File: src/rtl/wb_write_arbiter.sv
// Register-file write-port arbiter: pipeline write-back versus buffered results
// from a multi-cycle unit, with starvation stall and a pending-register mask.
module wb_write_arbiter #(
  parameter int DEPTH        = 4,
  parameter int STARVE_LIMIT = 3
) (
  input  logic        CLOCK,
  input  logic        RESET,
  input  logic        PIPE_WE,
  input  logic [4:0]  PIPE_WREG,
  input  logic [31:0] PIPE_WDATA,
  input  logic        MCU_VALID,
  input  logic [4:0]  MCU_WREG,
  input  logic [31:0] MCU_WDATA,
  output logic        MCU_READY,
  output logic        PIPE_STALL,
  output logic [31:0] PEND_MASK,
  output logic        RF_WE,
  output logic [4:0]  RF_WREG,
  output logic [31:0] RF_WDATA
);

  localparam int AW = $clog2(DEPTH);
  localparam int SW = $clog2(STARVE_LIMIT + 1);
  localparam logic [AW:0]   FULL_CNT  = (AW + 1)'(DEPTH);
  localparam logic [SW-1:0] LIMIT_CNT = SW'(STARVE_LIMIT);

  logic [4:0]       wregMem [DEPTH];
  logic [31:0]      dataMem [DEPTH];
  logic [DEPTH-1:0] validMem;
  logic [DEPTH-1:0] validNext;
  logic [AW-1:0]    rdPtr;
  logic [AW-1:0]    wrPtr;
  logic [AW:0]      count;
  logic [SW-1:0]    starveCnt;
  logic [SW-1:0]    starveNext;
  logic [31:0]      pendMask;

  logic empty;
  logic full;
  logic headValid;
  logic pipeReq;
  logic store;
  logic grantFifo;
  logic grantPipe;
  logic pop;

  // MCU handshake: a result transfers on any edge where MCU_VALID && MCU_READY;
  // MCU_READY comes from registered occupancy only and never looks at MCU_VALID.
  assign empty      = (count == '0);
  assign full       = (count == FULL_CNT);
  assign headValid  = validMem[rdPtr];
  assign MCU_READY  = !RESET && !full;
  assign PIPE_STALL = !RESET && !empty && headValid && (starveCnt == LIMIT_CNT);

  assign pipeReq   = PIPE_WE && (PIPE_WREG != 5'd0) && !PIPE_STALL;
  assign store     = MCU_VALID && MCU_READY && (MCU_WREG != 5'd0);
  assign grantFifo = PIPE_STALL || (!pipeReq && !empty && headValid);
  assign grantPipe = pipeReq;
  // An invalidated head leaves without using the write port.
  assign pop       = !empty && (!headValid || grantFifo);

  always_comb begin
    validNext = validMem;
    for (int i = 0; i < DEPTH; i++) begin
      if (pipeReq && (wregMem[i] == PIPE_WREG)) validNext[i] = 1'b0;
    end
    if (pop)   validNext[rdPtr] = 1'b0;
    // The same-cycle MCU result is younger than the pipeline write, so it stays valid.
    if (store) validNext[wrPtr] = 1'b1;
  end

  always_comb begin
    starveNext = starveCnt;
    if (grantFifo || empty || !headValid) starveNext = '0;
    else if (starveCnt != LIMIT_CNT)      starveNext = starveCnt + 1'b1;
  end

  always_comb begin
    pendMask = '0;
    if (!RESET) begin
      for (int i = 0; i < DEPTH; i++) begin
        if (validMem[i]) pendMask[wregMem[i]] = 1'b1;
      end
    end
  end
  assign PEND_MASK = pendMask;

  always_ff @(posedge CLOCK) begin
    if (store) begin
      wregMem[wrPtr] <= MCU_WREG;
      dataMem[wrPtr] <= MCU_WDATA;
    end
  end

  always_ff @(posedge CLOCK) begin
    if (RESET) begin
      rdPtr     <= '0;
      wrPtr     <= '0;
      count     <= '0;
      validMem  <= '0;
      starveCnt <= '0;
      RF_WE     <= 1'b0;
      RF_WREG   <= '0;
      RF_WDATA  <= '0;
    end else begin
      validMem  <= validNext;
      starveCnt <= starveNext;
      RF_WE     <= grantFifo || grantPipe;
      if (grantFifo) begin
        RF_WREG  <= wregMem[rdPtr];
        RF_WDATA <= dataMem[rdPtr];
      end else if (grantPipe) begin
        RF_WREG  <= PIPE_WREG;
        RF_WDATA <= PIPE_WDATA;
      end
      if (pop)   rdPtr <= rdPtr + 1'b1;
      if (store) wrPtr <= wrPtr + 1'b1;
      case ({store, pop})
        2'b10:   count <= count + 1'b1;
        2'b01:   count <= count - 1'b1;
        default: count <= count;
      endcase
    end
  end

endmodule
File: config.mk
export PLATFORM = sky130hd
export DESIGN_NAME = wb_write_arbiter
export DESIGN_NICKNAME = d
export VERILOG_FILES = /design/src/rtl/wb_write_arbiter.sv
export SDC_FILE = /design/constraint.sdc
export NUM_CORES = 1
export LEC_CHECK = 0
export BUFFER_PORTS_ARGS = -buffer_cell sky130_fd_sc_hd__clkbuf_2
export CAP_MARGIN = 10
export CELL_PAD_IN_SITES_DETAIL_PLACEMENT = 1
export CELL_PAD_IN_SITES_GLOBAL_PLACEMENT = 1
export CORE_MARGIN = 1.5
export CORE_UTILIZATION = 35
export CTS_BUF_LIST = sky130_fd_sc_hd__clkbuf_16
export DETAILED_ROUTE_END_ITERATION = 6
export PLACE_DENSITY_LB_ADDON = 0.2
export SLEW_MARGIN = 10
export SYNTH_ARGS = -nofsm -noshare
export SYNTH_HDL_FRONTEND = slang
export SYNTH_SLANG_ARGS = --single-unit
File: constraint.sdc
create_clock -name CLOCK -period 7.4 [get_ports CLOCK]
set_input_delay 0.74 -clock CLOCK [delete_from_list [all_inputs] [get_ports CLOCK]]
set_output_delay 0.74 -clock CLOCK [all_outputs]
set_load 0.01 [all_outputs]
==> out/results.tsv, run 1 <==
stage	metric	value	unit
drt	DRT antenna net count	0	
synth	Syn Nets	828	
timing	Least-Margin Pin Slew	1.07	ns
final_layout	area of the multi-input gates	3530	µm²
die	Row Count	59	
clock_tree	postcts setup bufs	0	
global_route	antenna violations before repair	0	
timing	minimum clock period	3.65	ns
die	DIE WIDTH	167	µm
critical_path	endpoint type of the worst setup path	output pin	
synth	post-synthesis sequential area ratio	0.586	
clock_tree	CTS Buf Count	21	
placement	pre-CTS setup slack	3.75	ns
critical_path	Setup crit start kind	primary input	
drt	DRC viols	0	
synth	Synth Cell Area	9400	µm²
clock_tree	Clk pin slew, worst setup/hold paths	0.06	ns
power	maximum vdd drop	0.147	mV
timing	unrepaired setup endpoints after global routing	false	
critical_path	reg-to-reg slack, setup	4.50	ns
final_layout	Seq. cell area	5510	µm²
global_route	grt total ovfl	0	
critical_path	reg2reg path depth	9	
timing	final worst slack	3.75	ns
critical_path	Crit path top cell by count	buf_4	
placement	dpl cells	1168	
die	DIE AREA	27900	µm²
global_route	first-pass GRT wire length	40600	µm
critical_path	Worst Setup Path Type	primary input to output pin	
synth	Syn Area/Cell	12.7	µm²
power	Pleak	3.77	nW
die	DIE HEIGHT	167	µm
drt	1st-iter DRT viols	501	
min_path	Hold Path Class	register to register	
drt	number of vias in the routed layout	6736	
job	max cap viols	0	
synth	FFs w/ async S/R, synth	0	
synth	EDFF count, synth	148	
placement	Placed Area	10400	µm²
die	Starting Density	0.359	
final_layout	design area	11000	µm²
critical_path	CP max FO	71	
final_layout	# diodes	0	
final_layout	Final Core Density	0.420	
placement	number of buffer cells added on primary ports	149	
clock_tree	PostCTS Resize Cnt	0	
clock_tree	H-tree levels	1	
critical_path	critical-path cell list	buf_4 > buf_4 > nor2b_1 > nand3_1 > inv_1 > clkbuf_2	
timing	final worst path period share	0.493	
final_layout	final net count	945	
synth	synthesis-stage register bit count	201	
clock_tree	clk_lat worst skew	0.49	ns
global_route	gr usage total	0.187	
final_layout	area grow syn2layout	17.2	%
final_layout	share of post-route cells with drive strength above 1	0.282	
clock_tree	CTS Sinks	201	
synth	cells after synthesis	739	
status	status	complete, no violations	
timing	Final Max Tran Viols	0	
critical_path	WP data required	6.66	ns
placement	GP Congestion	0.823	
min_path	critical hold path startpoint	starveCnt[0]	
final_layout	non-filler cells, final	1206	
drt	TritonRoute pass-1 iters	6	
die	Ports	150	
global_route	pin count of the biggest net entering global routing	72	
critical_path	slowest cell on the critical path	buf_4	
timing	worst rel slew slack	0.284	
critical_path	worst path arrival time	2.91	ns
global_route	number of global-route vias before repair	6925	
critical_path	slowest stage delay, CP	0.67	ns
drt	Routed WL	26500	µm
die	CORE AREA	26200	µm²
critical_path	RR Startpoint	rdPtr[1]	
clock_tree	Max Buffers Root-to-Sink	3	
final_layout	Fill cells	2816	
critical_path	reg-to-reg endpoint	count[2]	
timing	Final setup viols	0	
min_path	Hold Path End	starveCnt[0]	
synth	Top FF cell, synth	edfxtp_1	
drt	routed vias/inst	5.59	
synth	Synth cell types	51	
placement	post-DP HPWL	17800	µm
timing	setup TNS	0	ns
drt	WL/cell	21.9	µm
power	total power divided by cell area	265	nW/µm²
min_path	worst hold stages	1	
timing	Clock Skew	0.00848	ns
timing	final hold vios	0	
clock_tree	clock root cell	clkbuf_16	
clock_tree	post-cts hold buffer count	0	
timing	Fmax	0.274	GHz
clock_tree	CTS tree	built	
synth	Synth warnings	0	
-- placed cells by master (no fill, tap or decap), types with 9 or more instances in the layout --
cell,Yosys,final
edfxtp_1,148,148
o22ai_1,13,13
a221oi_1,17,17
nor2_1,34,34
a311oi_2,10,10
nand2_1,49,49
nand3_1,64,64
inv_1,18,23
mux4_2,38,38
nor3_1,26,26
clkbuf_2,0,148
dfxtp_1,53,51
buf_4,1,13
xnor2_1,20,20
a22oi_1,32,32
a311oi_1,9,9
ha_1,10,10
nor3b_1,17,17
a21oi_1,32,32
clkbuf_16,0,21
nand3b_1,10,10
a31oi_1,21,21
-- routing by layer --
metal | part of all wire | track usage | vias up
met5 | 0 | 0 | -
met4 | 0.017 | 0.0447 | 0
met3 | 0.048 | 0.0254 | 38
met2 | 0.49 | 0.313 | 199
met1 | 0.45 | 0.257 | 3371
li1 | - | - | 3128
-- flip-flops by register name (all words and copies together) (netlist names), named ones only --
signal / flops
RF_WDATA: 32
dataMem: 128
validMem: 4
RF_WE: 1
rdPtr: 2
RF_WREG: 5
count: 3
wrPtr: 2
wregMem: 20
starveCnt: 2
-- layout make-up --
cell class                 instances  area share
timing repair buffer             161      0.0761
clock buffer                      21      0.0477
sequential                       201       0.500
tap                              335      0.0380
multi-input combinational        453       0.321
inverter                          18     0.00613
clock inverter                    17      0.0116
-- synthesized netlist by cell type, types with 2 or more instances --
library cell,n,area share
xnor2_1,20,0.019
a221oi_1,17,0.016
ha_1,10,0.013
a21oi_1,32,0.017
nor3b_1,17,0.014
a22oi_1,32,0.026
o21ai_0,3,0.0016
edfxtp_1,148,0.47
nand4_1,4,0.0027
xor2_1,2,0.0019
a311oi_1,9,0.0084
o211ai_1,4,0.0032
clkbuf_1,47,0.019
nand3b_1,10,0.0080
nor2_1,34,0.014
or3_1,2,0.0013
inv_1,18,0.0072
and3b_1,6,0.0056
a311oi_2,10,0.016
nand2_1,49,0.020
a31oi_1,21,0.014
buf_1,2,0.00080
nor3_1,26,0.014
o31ai_1,4,0.0032
mux4_2,38,0.091
dfxtp_1,53,0.11
o22ai_1,13,0.0087
or3b_2,2,0.0019
buf_2,13,0.0069
and3_1,6,0.0040
nand3_1,64,0.034
buf_6,4,0.0048
-- critical path, delay by kind of cell --
kind	cells	cell delay [ns]
and+or+nand+nor	2	0.76
buffers and inverters	4	1.38
-- logic make-up after synthesis --
| family | synth area share |
|---|---|
| simple gates | 0.124 |
| flops | 0.586 |
| compound gates | 0.124 |
| buf+inv | 0.0393 |
| mux | 0.0910 |
| xor+xnor | 0.0205 |
| fa+ha+maj | 0.0154 |
-- metrics by stage --
step / total power, mW / hold WS (ns)
2_1_floorplan: 1.77 / 0.397
5_1_grt: 3.05 / 0.446
3_3_place_gp: 1.94 / 0.415
3_5_place_dp: 1.95 / 0.420
6_report: 2.92 / 0.433
4_1_cts: 2.96 / 0.428
-- worst max path at each step --
stage	from	to	slack (ns)	depth (start not counted)
floorplan	PIPE_WREG[3]	count[2]	4.13	11
global placement	RESET	PIPE_STALL	3.79	6
detailed placement	RESET	PIPE_STALL	3.75	6
CTS	RESET	PIPE_STALL	3.75	6
global route	RESET	PIPE_STALL	3.59	6
finish	RESET	PIPE_STALL	3.75	6
-- report_power, final --
group	total, mW	internal, mW	switching [mW]	leakage (nW)
clock	1.00	0.586	0.417	0.344
sequential	1.37	1.28	0.0898	1.78
combinational	0.547	0.257	0.290	1.65
total	2.92	2.13	0.797	3.77
Power figures use the tool's default switching activity.
==> inputs of run 2 (changes only) <==
- clock period: 7.4 -> 3.45 ns (I/O delays scaled with it)
==> run 2 against run 1 <==
Against the previous run:
- clock skew up 0.0029 ns
- largest cell class unchanged
- combinational power up 120%
- core utilization up 0.35 points
==> out/results.tsv, run 2 (synthesis results as in run 1) <==
stage	metric	value	unit	change
status	status	complete, no violations		
power	Cell Int Power	4.61	mW	+120%
clock_tree	clk_lat worst skew	0.50	ns	about the same
clock_tree	H-tree levels	1		unchanged
drt	wl on met1	11700	µm	-1.3%
clock_tree	postcts setup bufs	0		unchanged
drt	WL/cell	21.8	µm	-0.43%
global_route	first-pass GRT wire length	41300	µm	+1.9%
timing	setup TNS	0	ns	unchanged
timing	final worst slack	0.635	ns	-3.11 ns
power	Combinational Power Share	0.192		+0.005
critical_path	Worst Setup Path Type	register to register		
critical_path	top cell family by delay on the critical path	adder cells		
power	Design Power	6.34	mW	+120%
timing	Clock Skew	0.0114	ns	+0.00288 ns
timing	Final setup viols	0		unchanged
timing	final worst path period share	0.816		
die	Row Count	59		unchanged
min_path	worst hold stages	1		unchanged
clock_tree	PostCTS Resize Cnt	0		unchanged
placement	post-DP HPWL	17800	µm	-0.14%
drt	met3 routed WL	1200	µm	-5.8%
final_layout	design area	11100	µm²	+0.84%
drt	max layer used	met4		
final_layout	Largest Register	dataMem		
placement	number of buffer cells added on primary ports	149		unchanged
die	DIE WIDTH	167	µm	unchanged
clock_tree	CTS Buf Count	22		+4.8%
power	Clk pwr share	0.349		+0.006
power	switch share	0.274		+0.00116
global_route	antenna violations before repair	1		+1
clock_tree	CTS Sinks	201		unchanged
final_layout	share of post-route cells with drive strength above 1	0.290		+0.00767
die	CORE AREA	26200	µm²	unchanged
die	DIE AREA	27900	µm²	unchanged
min_path	Hold Path End	dataMem[0][16]		
critical_path	Setup crit start kind	register		
clock_tree	post-cts hold buffer count	0		unchanged
drt	1st-iter DRT viols	582		+16%
critical_path	reg-to-reg endpoint	count[2]		
final_layout	area of the multi-input gates	3530	µm²	unchanged
drt	routed vias/inst	5.58		about the same
timing	Least-Margin Pin Slew	0.894	ns	-0.180 ns
die	Starting Density	0.359		unchanged
power	Pleak	3.82	nW	+1.2%
die	DIE HEIGHT	167	µm	unchanged
timing	Final Max Tran Viols	0		unchanged
power	sequential share of power	0.459		-0.011
drt	wire length on met2	13100	µm	+1.9%
critical_path	slowest stage delay, CP	0.59	ns	-0.08 ns
global_route	number of global-route vias before repair	7068		+2.1%
power	NetSw	1.74	mW	+120%
drt	number of vias in the routed layout	6781		+0.67%
drt	TritonRoute pass-1 iters	5		-1
placement	pre-CTS setup slack	0.321	ns	-3.43 ns
placement	GP Congestion	0.831		+1.0%
critical_path	reg-to-reg slack, setup	0.63	ns	-3.87 ns
timing	unrepaired setup endpoints after global routing	false		
power	maximum vdd drop	0.333	mV	+130%
clock_tree	Max Buffers Root-to-Sink	3		unchanged
critical_path	WP data required	3.87	ns	-2.79 ns
final_layout	final net count	952		+0.74%
final_layout	Fill cells	2787		-1.0%
critical_path	crit path buf inv count	1		-3
critical_path	worst path arrival time	3.24	ns	+0.33 ns
final_layout	area grow syn2layout	18.2	%	
critical_path	RR Startpoint	rdPtr[1]		
global_route	grt total ovfl	0		unchanged
power	total power divided by cell area	571	nW/µm²	+120%
final_layout	Seq. cell area	5510	µm²	unchanged
final_layout	largest registers	dataMem (128), RF_WDATA (32), wregMem (20)		
critical_path	critical-path cell list	mux4_2 > o2111a_1 > nor2_1 > ha_1 > inv_1 > fa_1 > xor2_1 > or3_1 > a21oi_1		
critical_path	reg2reg path depth	9		unchanged
job	max cap viols	0		unchanged
placement	Placed Area	10400	µm²	+0.55%
clock_tree	clock root cell	clkbuf_16		
min_path	critical hold path startpoint	MCU_WDATA[16]		
drt	DRT antenna net count	0		unchanged
drt	DRC viols	0		unchanged
global_route	pin count of the biggest net entering global routing	57		-21%
clock_tree	Clk pin slew, worst setup/hold paths	0.07	ns	about the same
clock_tree	CTS tree	built		
critical_path	slowest cell on the critical path	mux4_2		
critical_path	CP max FO	5		-93%
global_route	gr usage total	0.190		+0.00285
final_layout	max FFs per register	128		unchanged
timing	Fmax	0.355	GHz	
min_path	Hold Path Class	primary input to register		
die	Ports	150		unchanged
timing	worst rel slew slack	0.404		+0.120
timing	final hold vios	0		unchanged
drt	Routed WL	26500	µm	+0.31%
critical_path	endpoint type of the worst setup path	register		
final_layout	most frequent cells in the layout	148 x edfxtp_1, 148 x clkbuf_2, 64 x nand3_1		
timing	minimum clock period	2.82	ns	
## run 2: cell type report
| class | instances | share of cell area |
|---|---|---|
| multi-input combinational | 453 | 0.318 |
| tap | 335 | 0.0377 |
| sequential | 201 | 0.496 |
| inverter | 18 | 0.00608 |
| timing repair buffer | 167 | 0.0806 |
| clock inverter | 17 | 0.00991 |
| antenna | 1 | 0.000225 |
| clock buffer | 23 | 0.0518 |
## run 2: power by group through the flow
stage / logic, mW / clock network [mW] / registers (mW)
3_3_place_gp: 1.22 / 0 / 2.96
2_1_floorplan: 0.920 / 0 / 2.88
4_1_cts: 1.23 / 2.27 / 2.92
5_1_grt: 1.34 / 2.36 / 2.94
6_report: 1.21 / 2.22 / 2.91
3_5_place_dp: 1.23 / 0 / 2.97
## run 2: how the worst max path moves through the flow
| stage | start | end | depth (start not counted) |
|---|---|---|---|
| 6_report | rdPtr[1] | count[2] | 9 |
| 5_1_grt | rdPtr[1] | count[2] | 9 |
| 3_5_place_dp | PIPE_WREG[1] | count[2] | 10 |
| 4_1_cts | rdPtr[1] | count[2] | 9 |
| 3_3_place_gp | PIPE_WREG[1] | count[2] | 10 |
| 2_1_floorplan | PIPE_WREG[3] | count[2] | 11 |
## run 2: routing by layer
| metal | vias to the layer above | GRT usage |
|---|---|---|
| li1 | 3142 | - |
| met1 | 3399 | 0.259 |
| met2 | 199 | 0.320 |
| met3 | 41 | 0.0233 |
| met4 | 0 | 0.0506 |
| met5 | - | 0 |
## run 2: stage by stage
stage / hold WS [ns] / instances / utilization
after floorplan: 0.397 / 739 / -
after global placement: 0.411 / 1174 / 0.398
after detailed placement: 0.415 / 1174 / 0.398
after CTS: 0.0537 / 1214 / 0.424
after global routing: 0.0584 / 1215 / 0.424
final: 0.0689 / 1215 / 0.424
==> inputs of run 3 (changes only) <==
- clock period: 3.45 -> 2.78 ns (I/O delays scaled with it)
==> run 3 against run 2 <==
Against the previous run:
- combinational power grew 32%
- via count grew 3.3%
- first-iteration DRC count shrank 13%
- design area grew 4.1%
- critical path type is now register to output pin
==> out/results.tsv, run 3 (synthesis results as in run 1) <==
stage	metric	value	unit	change
timing	final worst slack	0.182	ns	-0.452 ns
drt	DRC viols	0		unchanged
global_route	pin count of the biggest net entering global routing	40		-30%
global_route	number of global-route vias before repair	7194		+1.8%
clock_tree	postcts setup bufs	0		unchanged
timing	Clock Skew	0.0288	ns	+0.0174 ns
power	Design Power	7.99	mW	+26%
clock_tree	CTS Sinks	201		unchanged
drt	max layer used	met4		
die	Ports	150		unchanged
timing	Fmax	0.385	GHz	
timing	final worst path period share	0.934		
drt	Routed WL	27100	µm	+2.3%
clock_tree	Clk pin slew, worst setup/hold paths	0.06	ns	about the same
clock_tree	CTS Buf Count	22		unchanged
power	total power divided by cell area	691	nW/µm²	+21%
final_layout	non-filler cells, final	1260		+3.7%
global_route	antenna violations before repair	0		-1
status	status	complete, no violations		
drt	1st-iter DRT viols	507		-13%
final_layout	Seq. cell area	5510	µm²	unchanged
drt	number of vias in the routed layout	7005		+3.3%
final_layout	final net count	998		+4.8%
drt	WL/cell	21.5	µm	-1.4%
die	DIE AREA	27900	µm²	unchanged
placement	GP Congestion	0.813		-2.1%
die	DIE WIDTH	167	µm	unchanged
timing	setup TNS	0	ns	unchanged
drt	wl on met1	11800	µm	+0.56%
clock_tree	CTS tree	built		
power	Cell Int Power	5.78	mW	+25%
timing	Fin Hold WS	0.0141	ns	-0.0548 ns
power	Clk pwr share	0.348		about the same
global_route	first-pass GRT wire length	42300	µm	+2.3%
critical_path	Worst Setup Path Type	register to output pin		
placement	Placed Area	10600	µm²	+1.3%
critical_path	reg2reg path depth	9		unchanged
clock_tree	H-tree levels	1		unchanged
drt	routed vias/inst	5.56		-0.39%
drt	TritonRoute pass-1 iters	5		unchanged
timing	Final setup viols	0		unchanged
clock_tree	PostCTS Resize Cnt	0		unchanged
final_layout	area of the multi-input gates	3540	µm²	about the same
power	sequential share of power	0.452		-0.007
final_layout	most frequent cells in the layout	148 x edfxtp_1, 148 x clkbuf_2, 64 x nand3_1		
power	switch share	0.277		+0.00327
timing	Final Max Tran Viols	0		unchanged
timing	Least-Margin Pin Slew	0.828	ns	-0.0654 ns
global_route	grt total ovfl	0		unchanged
final_layout	max FFs per register	128		unchanged
timing	final hold vios	0		unchanged
drt	wire length on met2	13300	µm	+1.8%
clock_tree	clk_lat worst skew	0.52	ns	+0.02 ns
clock_tree	post-cts hold buffer count	32		+32
critical_path	CP max FO	8		+3
critical_path	worst path arrival time	2.32	ns	-0.92 ns
critical_path	WP data required	2.50	ns	-1.37 ns
final_layout	design area	11600	µm²	+4.1%
final_layout	Fill cells	2771		-0.57%
global_route	gr usage total	0.194		+0.00483
job	max cap viols	0		unchanged
timing	worst rel slew slack	0.446		+0.0415
die	Starting Density	0.359		unchanged
drt	DRT antenna net count	0		unchanged
timing	unrepaired setup endpoints after global routing	false		
min_path	Hold Path Class	primary input to register		
final_layout	largest registers	dataMem (128), RF_WDATA (32), wregMem (20)		
final_layout	Largest Register	dataMem		
final_layout	area grow syn2layout	23.1	%	
min_path	worst hold stages	1		unchanged
critical_path	endpoint type of the worst setup path	output pin		
power	Pleak	4.03	nW	+5.6%
drt	met3 routed WL	1320	µm	+9.6%
clock_tree	clock root cell	clkbuf_16		
power	NetSw	2.22	mW	+28%
timing	minimum clock period	2.60	ns	
final_layout	# diodes	0		-1
die	CORE AREA	26200	µm²	unchanged
placement	number of buffer cells added on primary ports	149		unchanged
placement	post-DP HPWL	18600	µm	+4.9%
final_layout	share of post-route cells with drive strength above 1	0.292		+0.00179
clock_tree	Max Buffers Root-to-Sink	3		unchanged
final_layout	Final Core Density	0.441		+0.0175
critical_path	Setup crit start kind	register		
placement	pre-CTS setup slack	0.137	ns	-0.184 ns
die	DIE HEIGHT	167	µm	unchanged
placement	dpl cells	1188		+1.2%
die	Row Count	59		unchanged
power	Combinational Power Share	0.201		+0.009
power	maximum vdd drop	0.386	mV	+16%
[run 3: final timing paths]
path	start	end	slack, ns
worst max-delay path	wregMem[0][1]	PEND_MASK[10]	0.18
worst min register to register	starveCnt[0]	starveCnt[0]	0.42
worst max register to register	rdPtr[1]	count[2]	0.19
worst min-delay path	MCU_WDATA[22]	dataMem[1][22]	0.01
[run 3: power groups by stage]
stage               Clock (mW)  Combinational (mW)  Sequential [mW]
CTS                       2.84                1.63             3.62
global route              2.95                1.77             3.64
floorplan                    0                1.15             3.57
finish                    2.78                1.60             3.61
global placement             0                1.57             3.67
detailed placement           0                1.59             3.68
[run 3: layout make-up]
type / count / share of cell area
Tap cell: 335 / 0.0362
Sequential cell: 201 / 0.476
Timing Repair Buffer: 213 / 0.116
Clock inverter: 17 / 0.0102
Clock buffer: 23 / 0.0497
Inverter: 18 / 0.00584
Multi-Input combinational cell: 453 / 0.306
[run 3: critical path, cell delays in order (launching register included)]
cell and delay, ns:
edfxtp_1 0.51, nand2_1 0.08, nor2_1 0.64, a22oi_1 0.16, a21oi_1 0.25, clkbuf_2 0.18
[run 3: metal layers]
metal | GRT usage | up-vias
met2 | 0.331 | 208
met5 | 0 | -
met3 | 0.0192 | 45
li1 | - | 3243
met1 | 0.263 | 3509
met4 | 0.0593 | 0
